<file path="src/rtl/sw_frame_arb_mux.sv">
// sw_frame_arb_mux: N-to-1 AXI-Stream frame multiplexer with round-robin, non-interleaving arbitration.
// Define SW_ARB_OVERSIZE_TRUNC_EN to cut frames longer than MAX_BEATS beats (m_tuser marks the cut).
module sw_frame_arb_mux #(
  parameter int PORTS     = 4,
  parameter int DATA_W    = 64,
  parameter int DEST_W    = 2,
  parameter int MAX_BEATS = 256,
  parameter int CNT_W     = 32,
  localparam int KEEP_W   = DATA_W / 8
) (
  input  logic                    SysClk,
  input  logic                    Rst,
  input  logic [PORTS*DATA_W-1:0] s_tdata,
  input  logic [PORTS*KEEP_W-1:0] s_tkeep,
  input  logic [PORTS-1:0]        s_tvalid,
  input  logic [PORTS-1:0]        s_tlast,
  output logic [PORTS-1:0]        s_tready,
  output logic [DATA_W-1:0]       m_tdata,
  output logic [KEEP_W-1:0]       m_tkeep,
  output logic                    m_tvalid,
  output logic                    m_tlast,
  output logic [DEST_W-1:0]       m_tdest,
  output logic                    m_tuser,
  input  logic                    m_tready,
  output logic [PORTS*CNT_W-1:0]  frame_cnt,
  output logic [CNT_W-1:0]        trunc_cnt,
  output logic [PORTS-1:0]        grant_oh
);

  localparam int IDX_W = $clog2(PORTS);

  typedef enum logic [1:0] {ST_IDLE, ST_PASS, ST_DROP} state_e;

  if (PORTS < 2 || PORTS > 16 || DEST_W < IDX_W || MAX_BEATS < 1) begin : g_param_check
    $error("sw_frame_arb_mux: illegal parameter set");
  end

  state_e             state_q, state_d;
  logic [PORTS-1:0]   grant_oh_q, grant_oh_d;
  logic [IDX_W-1:0]   gidx_q, gidx_d;
  logic [IDX_W-1:0]   rr_ptr_q, rr_ptr_d;
  logic [DATA_W-1:0]  m_tdata_q, m_tdata_d;
  logic [KEEP_W-1:0]  m_tkeep_q, m_tkeep_d;
  logic               m_tvalid_q, m_tvalid_d;
  logic               m_tlast_q, m_tlast_d;
  logic [DEST_W-1:0]  m_tdest_q, m_tdest_d;
  logic [CNT_W-1:0]   frame_cnt_q [PORTS];
  logic [CNT_W-1:0]   frame_cnt_d [PORTS];

`ifdef SW_ARB_OVERSIZE_TRUNC_EN
  localparam int BEAT_W = $clog2(MAX_BEATS + 1);
  logic [BEAT_W-1:0]  beat_cnt_q, beat_cnt_d;
  logic               m_tuser_q, m_tuser_d;
  logic [CNT_W-1:0]   trunc_cnt_q, trunc_cnt_d;
`endif

  logic               out_free;
  logic               sel_valid;
  logic               sel_last;
  logic [DATA_W-1:0]  sel_data;
  logic [KEEP_W-1:0]  sel_keep;
  logic               win_found;
  logic [IDX_W-1:0]   win_idx;
  logic [IDX_W:0]     cand;

  // The output register can take a new beat when empty or draining this cycle.
  assign out_free  = ~m_tvalid_q | m_tready;
  assign sel_valid = s_tvalid[gidx_q];
  assign sel_last  = s_tlast[gidx_q];
  assign sel_data  = s_tdata[gidx_q*DATA_W +: DATA_W];
  assign sel_keep  = s_tkeep[gidx_q*KEEP_W +: KEEP_W];

  function automatic logic [IDX_W-1:0] next_port(input logic [IDX_W-1:0] idx);
    return (idx == IDX_W'(PORTS - 1)) ? '0 : idx + 1'b1;
  endfunction

  // Round-robin search starting at rr_ptr_q, wrapping PORTS-1 -> 0.
  always_comb begin
    win_found = 1'b0;
    win_idx   = '0;
    cand      = '0;
    for (int i = 0; i < PORTS; i++) begin
      cand = {1'b0, rr_ptr_q} + (IDX_W+1)'(i);
      if (cand >= (IDX_W+1)'(PORTS)) cand = cand - (IDX_W+1)'(PORTS);
      if (!win_found && s_tvalid[cand[IDX_W-1:0]]) begin
        win_found = 1'b1;
        win_idx   = cand[IDX_W-1:0];
      end
    end
  end

  // NOTE: every signal written here gets a default first, so no path leaves one unassigned and no latch is inferred.
  always_comb begin
    state_d     = state_q;
    grant_oh_d  = grant_oh_q;
    gidx_d      = gidx_q;
    rr_ptr_d    = rr_ptr_q;
    m_tdata_d   = m_tdata_q;
    m_tkeep_d   = m_tkeep_q;
    m_tlast_d   = m_tlast_q;
    m_tdest_d   = m_tdest_q;
    m_tvalid_d  = m_tvalid_q & ~m_tready;
    frame_cnt_d = frame_cnt_q;
    s_tready    = '0;
`ifdef SW_ARB_OVERSIZE_TRUNC_EN
    beat_cnt_d  = beat_cnt_q;
    m_tuser_d   = m_tuser_q;
    trunc_cnt_d = trunc_cnt_q;
`endif

    case (state_q)
      ST_IDLE: begin
        if (win_found) begin
          state_d    = ST_PASS;
          gidx_d     = win_idx;
          grant_oh_d = PORTS'(1) << win_idx;
`ifdef SW_ARB_OVERSIZE_TRUNC_EN
          beat_cnt_d = '0;
`endif
        end
      end

      ST_PASS: begin
        s_tready = grant_oh_q & {PORTS{out_free}};
        if (sel_valid && out_free) begin
          m_tvalid_d = 1'b1;
          m_tdata_d  = sel_data;
          m_tkeep_d  = sel_keep;
          m_tlast_d  = sel_last;
          m_tdest_d  = DEST_W'(gidx_q);
`ifdef SW_ARB_OVERSIZE_TRUNC_EN
          m_tuser_d  = 1'b0;
`endif
          if (sel_last) begin
            if (frame_cnt_q[gidx_q] != '1) frame_cnt_d[gidx_q] = frame_cnt_q[gidx_q] + CNT_W'(1);
            rr_ptr_d   = next_port(gidx_q);
            grant_oh_d = '0;
            state_d    = ST_IDLE;
          end
`ifdef SW_ARB_OVERSIZE_TRUNC_EN
          else if (beat_cnt_q == BEAT_W'(MAX_BEATS - 1)) begin
            // The cut frame is counted once here; its dropped tail does not count again.
            m_tlast_d = 1'b1;
            m_tuser_d = 1'b1;
            if (frame_cnt_q[gidx_q] != '1) frame_cnt_d[gidx_q] = frame_cnt_q[gidx_q] + CNT_W'(1);
            if (trunc_cnt_q != '1) trunc_cnt_d = trunc_cnt_q + CNT_W'(1);
            state_d = ST_DROP;
          end else begin
            beat_cnt_d = beat_cnt_q + BEAT_W'(1);
          end
`endif
        end
      end

`ifdef SW_ARB_OVERSIZE_TRUNC_EN
      ST_DROP: begin
        s_tready = grant_oh_q;
        if (sel_valid && sel_last) begin
          rr_ptr_d   = next_port(gidx_q);
          grant_oh_d = '0;
          state_d    = ST_IDLE;
        end
      end
`endif

      default: state_d = ST_IDLE;
    endcase
  end

  // NOTE: sequential state uses non-blocking assignments so every flop samples pre-edge values.
  always_ff @(posedge SysClk) begin
    if (Rst) begin
      state_q     <= ST_IDLE;
      grant_oh_q  <= '0;
      gidx_q      <= '0;
      rr_ptr_q    <= '0;
      m_tdata_q   <= '0;
      m_tkeep_q   <= '0;
      m_tvalid_q  <= 1'b0;
      m_tlast_q   <= 1'b0;
      m_tdest_q   <= '0;
      // NOTE: the counter array is architectural state visible on ports, so it is reset like any other flop.
      frame_cnt_q <= '{default: '0};
`ifdef SW_ARB_OVERSIZE_TRUNC_EN
      beat_cnt_q  <= '0;
      m_tuser_q   <= 1'b0;
      trunc_cnt_q <= '0;
`endif
    end else begin
      state_q     <= state_d;
      grant_oh_q  <= grant_oh_d;
      gidx_q      <= gidx_d;
      rr_ptr_q    <= rr_ptr_d;
      m_tdata_q   <= m_tdata_d;
      m_tkeep_q   <= m_tkeep_d;
      m_tvalid_q  <= m_tvalid_d;
      m_tlast_q   <= m_tlast_d;
      m_tdest_q   <= m_tdest_d;
      frame_cnt_q <= frame_cnt_d;
`ifdef SW_ARB_OVERSIZE_TRUNC_EN
      beat_cnt_q  <= beat_cnt_d;
      m_tuser_q   <= m_tuser_d;
      trunc_cnt_q <= trunc_cnt_d;
`endif
    end
  end

  assign m_tdata  = m_tdata_q;
  assign m_tkeep  = m_tkeep_q;
  assign m_tvalid = m_tvalid_q;
  assign m_tlast  = m_tlast_q;
  assign m_tdest  = m_tdest_q;
  assign grant_oh = grant_oh_q;

  for (genvar p = 0; p < PORTS; p++) begin : g_cnt_out
    assign frame_cnt[p*CNT_W +: CNT_W] = frame_cnt_q[p];
  end

`ifdef SW_ARB_OVERSIZE_TRUNC_EN
  assign m_tuser   = m_tuser_q;
  assign trunc_cnt = trunc_cnt_q;
`else
  assign m_tuser   = 1'b0;
  assign trunc_cnt = '0;
`endif

endmodule

</file>
<file path="config.mk">
export PLATFORM = sky130hd
export DESIGN_NAME = sw_frame_arb_mux
export DESIGN_NICKNAME = d
export VERILOG_FILES = /design/src/rtl/sw_frame_arb_mux.sv
export SDC_FILE = /design/constraint.sdc
export NUM_CORES = 1
export LEC_CHECK = 0
export BUFFER_PORTS_ARGS = -buffer_cell sky130_fd_sc_hd__buf_2
export CAP_MARGIN = 20
export CORE_AREA = 2 2 212 214
export DETAILED_ROUTE_END_ITERATION = 8
export DIE_AREA = 0 0 214 216
export GPL_TIMING_DRIVEN = 0
export PLACE_DENSITY_LB_ADDON = 0.2
export SLEW_MARGIN = 20
export SYNTH_ARGS = -nofsm -noshare
export SYNTH_HDL_FRONTEND = slang
export SYNTH_SLANG_ARGS = --single-unit
</file>
<file path="constraint.sdc">
create_clock -name SysClk -period 3.5 [get_ports SysClk]
set_input_delay 0.35 -clock SysClk [delete_from_list [all_inputs] [get_ports SysClk]]
set_output_delay 0.35 -clock SysClk [all_outputs]
set_load 0.05 [all_outputs]
</file>
==> impl_metrics.py, run 1 <==
metrics = {
    "sta": {
        "rsz0062_at_grt": "false",
        "finalHoldViolations": 0,
        "worstMarginPinSlew_ns": 1.01,
        "fin_skew_ns": 0.0264,
        "max_freq_mhz": 295,
        "finalMaxSlewViolations": 0,
        "final.setup.worst_slack_ns": 0.108,
        "setup_viol": 0,
        "fin_crit_sh": 0.969,
        "relSlewSlack": 0.319,
        "period_minus_slack_ns": 3.39,
    },
    "worst_setup_path": {
        "worst-path-max-fanout": 10,
        "crit_type": "flip-flop to flip-flop",
        "worstPathRequired_ns": 3.97,
        "reg2reg_setup_slack_ns": 0.11,
        "arrival_ns": 3.86,
        "cp-start-kind": "flip-flop",
        "timing.rr.start": "gidx_q[0]$_SDFFE_PP0P_",
        "r2r-end": "frame_cnt[57]$_SDFFE_PP0P_",
        "endpoint_kind": "flip-flop",
        "ff2ff_path_depth": 11,
        "crit_start": "gidx_q[0]$_SDFFE_PP0P_",
    },
    "place": {
        "dpl.hpwl_um": 51100,
        "place.gp.congestion": 1.09,
        "placed_cells": 2266,
        "port_buffers": 510,
        "dp_slack_ns": -0.530,
    },
    "min_path": {
        "whs_path_depth": 4,
        "hold_end": "m_tdata[61]$_SDFFE_PP0P_",
        "min_path_type": "input pin to flip-flop",
        "min_from": "s_tdata[253]",
    },
    "floorplan": {
        "dieWidth_um": 214,
        "die_h_um": 216,
        "dieArea_mm2": 0.0462,
        "core-area_mm2": 0.0438,
        "fp-row-count": 77,
        "start_util": 0.258,
        "ios": 544,
    },
    "synth": {
        "synthArstFlopShare": 0,
        "syn-cell-area_mm2": 0.0113,
        "synth_flop_cell": "dfxtp_1",
        "ys_types": 58,
        "synth_warnings": 0,
        "ys_seq_elements": 213,
        "yosysSeqAreaShare": 0.377,
        "avgSynthCellArea_um2": 9.99,
        "synthCells": 1131,
        "synth_edf_count": 0,
    },
    "global_route": {
        "gr-usage-all-layers": 0.260,
        "overflow": 0,
        "grt_max_degree": 20,
        "grt_pass1_wl_um": 86000,
        "antenna_found_initial": 27,
        "first_global_vias": 11479,
    },
    "final_layout": {
        "final_cell_mix": "buf_2, dfxtp_1, nand2_1",
        "final_nets": 2008,
        "nFillCells": 4610,
        "seq_area_mm2": 0.00426,
        "mostFrequentLayoutCell": "buf_2",
        "drive_gt1_frac": 0.441,
        "multi_input_area_mm2": 0.00640,
        "area_delta_synth_final_pct": 39.0,
        "post-route-util": 0.358,
        "fin_cells": 2321,
    },
    "power": {
        "vdd_drop_max_mv": 0.366,
        "power_uw": 6940,
        "p_leak_uw": 0.00690,
        "powerDensity_mw_per_mm2": 442,
    },
    "drt": {
        "vias": 11565,
        "antenna_left": 0,
        "avgRoutedWirePerCell_um": 26.8,
        "drc": 0,
        "firstDrtPassIters": 5,
        "wirelength_um": 62100,
        "drt_iter0_drc": 747,
        "viasPerCell": 4.98,
    },
    "clock_network": {
        "cts.clk_slew.worst_paths_ns": 0.06,
        "cts_buffers": 27,
        "clock_latency_ns": 0.57,
        "hold_buffers": 0,
        "h-tree-depth": 1,
        "clockBufferDepth": 3,
        "cts_root_buffer": "clkbuf_16",
        "tritoncts": "yes",
        "cts.sinks": 213,
    },
    "status": {
        "status": "complete, no violations",
    },
    "flow_run": {
        "maxCapViolCount": 0,
    },
}
-- registers in the layout, summed over array words and instances, names as in the netlist --
signal,flops
frame_cnt,128
gidx_q,2
grant_oh,4
m_tdata,64
m_tdest,2
m_tkeep,8
m_tlast,1
m_tvalid,1
rr_ptr_q,2
state_q,1
-- Yosys cell counts, types with 17 or more instances --
| cell | instances | area, µm² |
|---|---|---|
| dfxtp_1 | 213 | 4260 |
| nand2_1 | 198 | 743 |
| mux4_2 | 104 | 2340 |
| a21oi_1 | 94 | 470 |
| nor2_1 | 79 | 297 |
| a211oi_1 | 49 | 368 |
| clkbuf_1 | 49 | 184 |
| buf_4 | 36 | 270 |
| a21o_1 | 29 | 218 |
| o21ai_0 | 28 | 140 |
| nand3b_1 | 22 | 165 |
| nor3b_1 | 22 | 165 |
| buf_2 | 17 | 85.1 |
-- kinds of logic after synthesis --
| kind of cell | share of synthesized area |
|---|---|
| DFF | 0.377 |
| and+or+nand+nor | 0.171 |
| buffers and inverters | 0.0679 |
| other | 0.000332 |
| xor gates and xnor gates | 0.0170 |
| adders and majority gates | 0.00553 |
| AOI/OAI and AO/OA | 0.141 |
| muxes | 0.219 |
-- final cells by class --
type                       instances  area share
sequential                       213       0.271
multi-input combinational        818       0.408
clock inverter                     9     0.00820
inverter                          10     0.00239
tap                              592      0.0471
clock buffer                      40      0.0506
antenna                            5    0.000796
timing repair buffer             514       0.165
buffer                           120      0.0469
-- through the flow --
stage                     hold WS (ns)  cell area [µm²]  TNS, ns
final                            0.260            15700        0
after global routing             0.258            15700        0
after CTS                        0.231            15700        0
after detailed placement         0.444            14700   -32.03
after global placement           0.439            14700   -29.56
after floorplan                  0.527            11400        0
-- power breakdown --
| group | switching [µW] | internal, µW |
|---|---|---|
| Sequential | 57.1 | 2510 |
| Clock | 1160 | 1780 |
| Combinational | 937 | 485 |
| Total | 2160 | 4780 |
-- how the worst max path moves through the flow --
stage | cells after the start | slack [ns] | to
3_3_place_gp | 12 | -0.50 | frame_cnt[0]$_SDFFE_PP0P_
3_5_place_dp | 12 | -0.53 | frame_cnt[8]$_SDFFE_PP0P_
4_1_cts | 11 | 0.02 | frame_cnt[57]$_SDFFE_PP0P_
2_1_floorplan | 11 | 0.78 | frame_cnt[28]$_SDFFE_PP0P_
6_report | 11 | 0.11 | frame_cnt[57]$_SDFFE_PP0P_
5_1_grt | 11 | 0.003 | frame_cnt[60]$_SDFFE_PP0P_
-- metal layers --
metal  global-route usage  vias up  part of all wire  routed length (µm)
met5                    0        -                 0                   0
met4               0.0583        0             0.022                1370
met3               0.0726       79             0.079                4920
met2                0.436      524              0.48               30000
met1                0.333     5716              0.42               25800
li1                     -     5246                 -                   -
-- what timing repair did --
action | 4_1_cts | 5_1_grt
resized for setup | 4 | 10
endpoints found under the setup margin | 117 | 118
setup buffers | 3 | 0
pin swaps | 1 | 1
-- worst max-delay path, cell delays in order (launching register included) --
cell	delay, ns
dfxtp_1	0.49
buf_6	0.28
buf_12	0.20
mux4_2	0.63
ha_4	0.25
nand4_2	0.16
nor4_4	0.09
buf_6	0.16
a31oi_4	0.35
clkbuf_4	0.36
nor2_1	0.06
a211oi_1	0.23
No activity file was read; power rests on OpenSTA's default activity.
==> inputs of run 2 (changes only) <==
Settings changed: CORE_AREA 2 2 212 214 to 2 2 213 215, DIE_AREA 0 0 214 216 to 0 0 215 217.
==> run 2 against run 1 <==
Against the previous run: clock skew decreased by 0.014 ns; total power is 2.8% higher; sequential power is essentially flat.
==> impl_metrics.py, run 2 (same netlist as run 1, synthesis figures left out) <==
metrics = {
    "status": {
        "status": "complete, no violations",
    },
    "clock_network": {
        "clockBufferDepth": 3,
        "cts_buffers": 27,
        "hold_buffers": 0,
        "h-tree-depth": 1,
        "cts.clk_slew.worst_paths_ns": 0.06,
        "cts.sinks": 213,
        "tritoncts": "yes",
        "clock_latency_ns": 0.56,
        "cts_root_buffer": "clkbuf_16",
    },
    "worst_setup_path": {
        "timing.rr.start": "gidx_q[0]$_SDFFE_PP0P_",
        "crit_type": "flip-flop to flip-flop",
        "cp-start-kind": "flip-flop",
        "arrival_ns": 3.80,
        "endpoint_kind": "flip-flop",
        "worst-path-max-fanout": 10,
        "crit_start": "gidx_q[0]$_SDFFE_PP0P_",
        "worstPathRequired_ns": 3.96,
    },
    "floorplan": {
        "ios": 544,
        "core-area_mm2": 0.0447,
        "fp-row-count": 78,
        "die_h_um": 217,
        "dieWidth_um": 215,
        "start_util": 0.253,
        "dieArea_mm2": 0.0467,
    },
    "final_layout": {
        "final_nets": 2013,
        "fin_cells": 2334,
        "final_area_mm2": 0.0158,
        "largest_reg_flops": 128,
        "area_delta_synth_final_pct": 39.8,
        "final_cell_mix": "buf_2, dfxtp_1, nand2_1",
        "nFillCells": 4726,
        "drive_gt1_frac": 0.443,
        "mostFrequentLayoutCell": "buf_2",
    },
    "drt": {
        "avgRoutedWirePerCell_um": 25.2,
        "vias": 11693,
        "antenna_left": 0,
        "drt_iter0_drc": 865,
        "wirelength_um": 58800,
        "firstDrtPassIters": 5,
        "drc": 0,
        "viasPerCell": 5.01,
    },
    "sta": {
        "finalHoldViolations": 0,
        "period_minus_slack_ns": 3.34,
        "fin_skew_ns": 0.0126,
        "worstMarginPinSlew_ns": 0.990,
        "fin_setup_tns_ns": 0,
        "max_freq_mhz": 299,
        "finalMaxSlewViolations": 0,
        "setup_viol": 0,
        "relSlewSlack": 0.340,
        "hold_ws_ns": 0.260,
        "rsz0062_at_grt": "false",
        "fin_crit_sh": 0.955,
    },
    "place": {
        "placed_area_mm2": 0.0147,
        "placed_cells": 2273,
        "dpl.hpwl_um": 47400,
        "place.gp.congestion": 0.937,
        "port_buffers": 510,
    },
    "global_route": {
        "grt_use_met3": 0.0651,
        "overflow": 0,
        "first_global_vias": 11361,
        "grt_use_met2": 0.383,
        "gr-usage-all-layers": 0.241,
        "top_usage_layer": "met2",
        "grt_max_degree": 14,
        "grtUsageMet1": 0.328,
        "grt_pass1_wl_um": 81800,
        "antenna_found_initial": 9,
    },
    "power": {
        "p_leak_uw": 0.00695,
        "powerDensity_mw_per_mm2": 451,
        "vdd_drop_max_mv": 0.251,
    },
    "min_path": {
        "min_from": "s_tdata[31]",
        "min_path_type": "input pin to flip-flop",
    },
    "flow_run": {
        "maxCapViolCount": 0,
    },
}
-- run 2: changes by cell type in the layout (fill, tap and decap cells not counted), sizes merged --
cell	delta
clkbuf	-6
buf	+5
bufinv	+3
clkinv	+2
inv	+2
clkinvlp	-1
-- run 2: per-layer routing --
layer,wire (µm),part of all wire
met1,24800,0.42
met2,27100,0.46
met3,5730,0.097
met4,1100,0.019
met5,10,0.00017
-- run 2: worst paths after layout --
kind	end	slack (ns)	depth (start not counted)
setup / recovery	frame_cnt[54]$_SDFFE_PP0P_	0.16	12
hold / removal	m_tdata[31]$_SDFFE_PP0P_	0.26	4
setup reg to reg	frame_cnt[54]$_SDFFE_PP0P_	0.16	12
hold reg to reg	m_tdata[62]$_SDFFE_PP0P_	0.45	2
-- run 2: timing repair --
action / CTS / global route
resized for setup: 6 / 2
setup buffers: 7 / 1
pin swaps: 3 / 0
setup endpoints to repair: 114 / 120
-- run 2: worst max-delay path, stage by stage (launching register included) --
cell and delay (ns):
dfxtp_1 0.50, buf_8 0.25, buf_12 0.19, mux4_2 0.58, ha_2 0.27, nand4_2 0.17
nor4_4 0.07, buf_4 0.17, buf_6 0.15, a31oi_4 0.34, buf_6 0.25, nor2_1 0.06
a211oi_1 0.22
-- run 2: where the power goes --
group | internal, µW | switching, µW | leakage [µW] | total, µW
registers | 2510 | 55.0 | 0.00173 | 2560
logic | 487 | 924 | 0.00474 | 1410
clock network | 1950 | 1210 | 0.000484 | 3160
-- run 2: final cells by class --
type	instances	area [µm²]	area share
clock inverter	15	246	0.0156
timing repair buffer	518	2610	0.165
multi-input combinational	818	6390	0.405
antenna	5	12.5	0.000792
clock buffer	34	742	0.0470
inverter	10	37.5	0.00238
tap	600	751	0.0475
sequential	213	4260	0.270
buffer	121	742	0.0470
-- run 2: per-stage QoR --
stage	util	total power [µW]	setup slack (ns)
after floorplan	-	3510	0.780
after global placement	0.329	4010	-0.140
after detailed placement	0.329	4020	-0.206
after CTS	0.353	7170	0.0140
after global routing	0.353	7340	0.0168
final	0.354	7130	0.158
==> inputs of run 3 (changes only) <==
Settings changed: ABC_AREA set to 1.
Clock period 3.5 ns to 3.3 ns, I/O delays scaled along.
==> run 3 against run 2 <==
Against the previous run: combinational power increased to 5.0 times the previous value; non-clock buffer count up 44; clock-buffer cell count is 5 higher; flip-flop and latch count did not move; critical path type unchanged; largest cell class unchanged; highest routed layer unchanged.
==> impl_metrics.py, run 3 <==
metrics = {
    "place": {
        "dpl.hpwl_um": 58300,
        "port_buffers": 509,
        "placed_cells": 3285,
        "place.gp.congestion": 1.01,
    },
    "sta": {
        "relSlewSlack": 0.408,
        "rsz0062_at_grt": "true",
        "fin_crit_sh": 0.932,
        "period_minus_slack_ns": 3.08,
        "finalHoldViolations": 0,
        "hold_ws_ns": 0.0675,
        "worstMarginPinSlew_ns": 0.888,
        "setup_viol": 0,
        "finalMaxSlewViolations": 0,
        "max_freq_mhz": 325,
        "fin_skew_ns": 0.0262,
    },
    "synth": {
        "ys_types": 36,
        "synthCells": 2144,
        "synth_flop_cell": "dfxtp_1",
        "synth_commonest_cells": "nor2_1, nand2_1, o21ai_0, dfxtp_1, inv_1",
        "yosysTopAreaCell": "dfxtp_1",
        "yosysSeqAreaShare": 0.334,
        "synth_warnings": 0,
        "avgSynthCellArea_um2": 5.95,
        "synth.top_cell.area_share": 0.334,
        "syn-cell-area_mm2": 0.0128,
        "netlist_top_cells_area": "dfxtp_1, nor2_1, nand2_1",
        "synth_edf_count": 0,
        "synth.most_common_cell": "nor2_1",
        "synthArstFlopShare": 0,
        "ys_seq_elements": 213,
    },
    "min_path": {
        "min_path_type": "input pin to flip-flop",
        "whs_path_depth": 3,
    },
    "worst_setup_path": {
        "cp_slowest_cell": "clkbuf_1",
        "worst-path-max-fanout": 10,
        "endpoint_kind": "flip-flop",
        "worstPathRequired_ns": 3.79,
        "cp-start-kind": "flip-flop",
        "path_common_cell": "buf_6",
        "ff2ff_path_depth": 9,
        "crit_type": "flip-flop to flip-flop",
        "max_stage_delay_ns": 0.68,
        "crit_chain": "buf_6 -> buf_6 -> buf_6 -> clkbuf_1 -> clkbuf_1 -> nor2_1 -> nor2_1 -> o21ai_0 -> a31oi_1",
        "arrival_ns": 3.56,
    },
    "global_route": {
        "first_global_vias": 15377,
        "antenna_found_initial": 22,
        "gr-usage-all-layers": 0.298,
        "grt_max_degree": 14,
        "overflow": 0,
        "grt_pass1_wl_um": 103000,
    },
    "power": {
        "vdd_drop_max_mv": 0.413,
        "powerDensity_mw_per_mm2": 799,
        "p_leak_uw": 0.00904,
    },
    "clock_network": {
        "cts.sinks": 213,
        "clock_latency_ns": 0.58,
        "cts.clk_slew.worst_paths_ns": 0.06,
        "h-tree-depth": 1,
        "clockBufferDepth": 3,
        "cts_buffers": 28,
        "tritoncts": "yes",
        "hold_buffers": 0,
        "cts_root_buffer": "clkbuf_16",
    },
    "drt": {
        "firstDrtPassIters": 6,
        "antenna_left": 0,
        "drc": 0,
        "vias": 16282,
        "avgRoutedWirePerCell_um": 21.7,
        "drt_iter0_drc": 1353,
        "wirelength_um": 72600,
        "viasPerCell": 4.87,
    },
    "floorplan": {
        "start_util": 0.286,
        "die_h_um": 217,
        "core-area_mm2": 0.0447,
        "dieArea_mm2": 0.0467,
        "dieWidth_um": 215,
        "ios": 544,
        "fp-row-count": 78,
    },
    "final_layout": {
        "area_delta_synth_final_pct": 35.5,
        "drive_gt1_frac": 0.244,
        "final_cell_mix": "nor2_1, nand2_1, buf_2",
        "post-route-util": 0.387,
        "final_nets": 3019,
        "largest_reg_flops": 128,
        "mostFrequentLayoutCell": "nor2_1",
        "fin_cells": 3346,
    },
    "status": {
        "status": "complete, no violations",
    },
    "flow_run": {
        "maxCapViolCount": 0,
    },
}
[run 3: cell count changes after synthesis, moves of 19 or more]
cell,change
nor2_1,+476
nand2_1,+354
o21ai_0,+207
inv_1,+141
mux4_2,-104
a31oi_1,+62
a21oi_1,-53
a211oi_1,-49
clkbuf_1,+40
nand3_1,+36
a21o_1,-29
nor3b_1,-22
nand3b_1,-19
nand4_1,+19
[run 3: repair_timing]
item,in CTS,in global routing
cloned,0,0
setup buffers,0,2
setup endpoints to repair,137,138
resized for setup,10,11
pin swaps,0,3
endpoints found under the hold margin,0,0
[run 3: cell families after synthesis]
group,share of synthesized area
AOI/OAI and AO/OA,0.150
other,0.000294
buffers and inverters,0.121
and+or+nand+nor,0.373
DFF,0.334
xor gates and xnor gates,0.0172
adders and majority gates,0.00490
[run 3: per-stage QoR]
stage / total power [µW] / setup TNS (ns) / cell area (µm²) / worst slack (ns)
after floorplan: 7790 / 0 / 12900 / 0.853
after global placement: 10200 / -46.60 / 16200 / -0.722
after detailed placement: 10300 / -45.98 / 16200 / -0.697
after CTS: 13800 / 0 / 17300 / 0.00251
after global routing: 14500 / -0.0120 / 17300 / -0.0120
final: 13800 / 0 / 17300 / 0.224
[run 3: area by class of cell]
class                      instances  area, µm²
timing repair buffer             511       2560
sequential                       213       4270
multi-input combinational       1631       7080
clock buffer                      39        823
fill                            5015      27400
clock inverter                    13        230
tap                              600        751
buffer                           172        976
inverter                         158        596
antenna                            9       22.5
[run 3: layer usage]
layer,wire length [µm],vias to the layer above,global-route usage
li1,-,7852,-
met1,28800,7521,0.361
met2,34800,746,0.509
met3,5990,147,0.0672
met4,3010,16,0.125
met5,95,-,0
[run 3: path summary, 6_finish.rpt]
| kind | startpoint | endpoint | slack (ns) |
|---|---|---|---|
| setup / recovery | gidx_q[0]$_SDFFE_PP0P_ | m_tdata[3]$_SDFFE_PP0P_ | 0.22 |
| hold / removal | s_tdata[228] | m_tdata[36]$_SDFFE_PP0P_ | 0.07 |
| setup reg to reg | gidx_q[0]$_SDFFE_PP0P_ | m_tdata[3]$_SDFFE_PP0P_ | 0.22 |
| hold reg to reg | frame_cnt[35]$_SDFFE_PP0P_ | frame_cnt[35]$_SDFFE_PP0P_ | 0.48 |
[run 3: critical path: cells and delay by family (launching register included)]
family          cells  cell delay [ns]
buf+inv             5             1.86
simple gates        2             0.21
compound gates      2             0.51
flops               1             0.40
[run 3: where the power goes]
group / switching [µW] / total, µW / internal (µW) / leakage (µW)
Clock: 1300 / 3510 / 2210 / 0.000512
Combinational: 5350 / 7010 / 1660 / 0.00679
Sequential: 294 / 3300 / 3010 / 0.00173
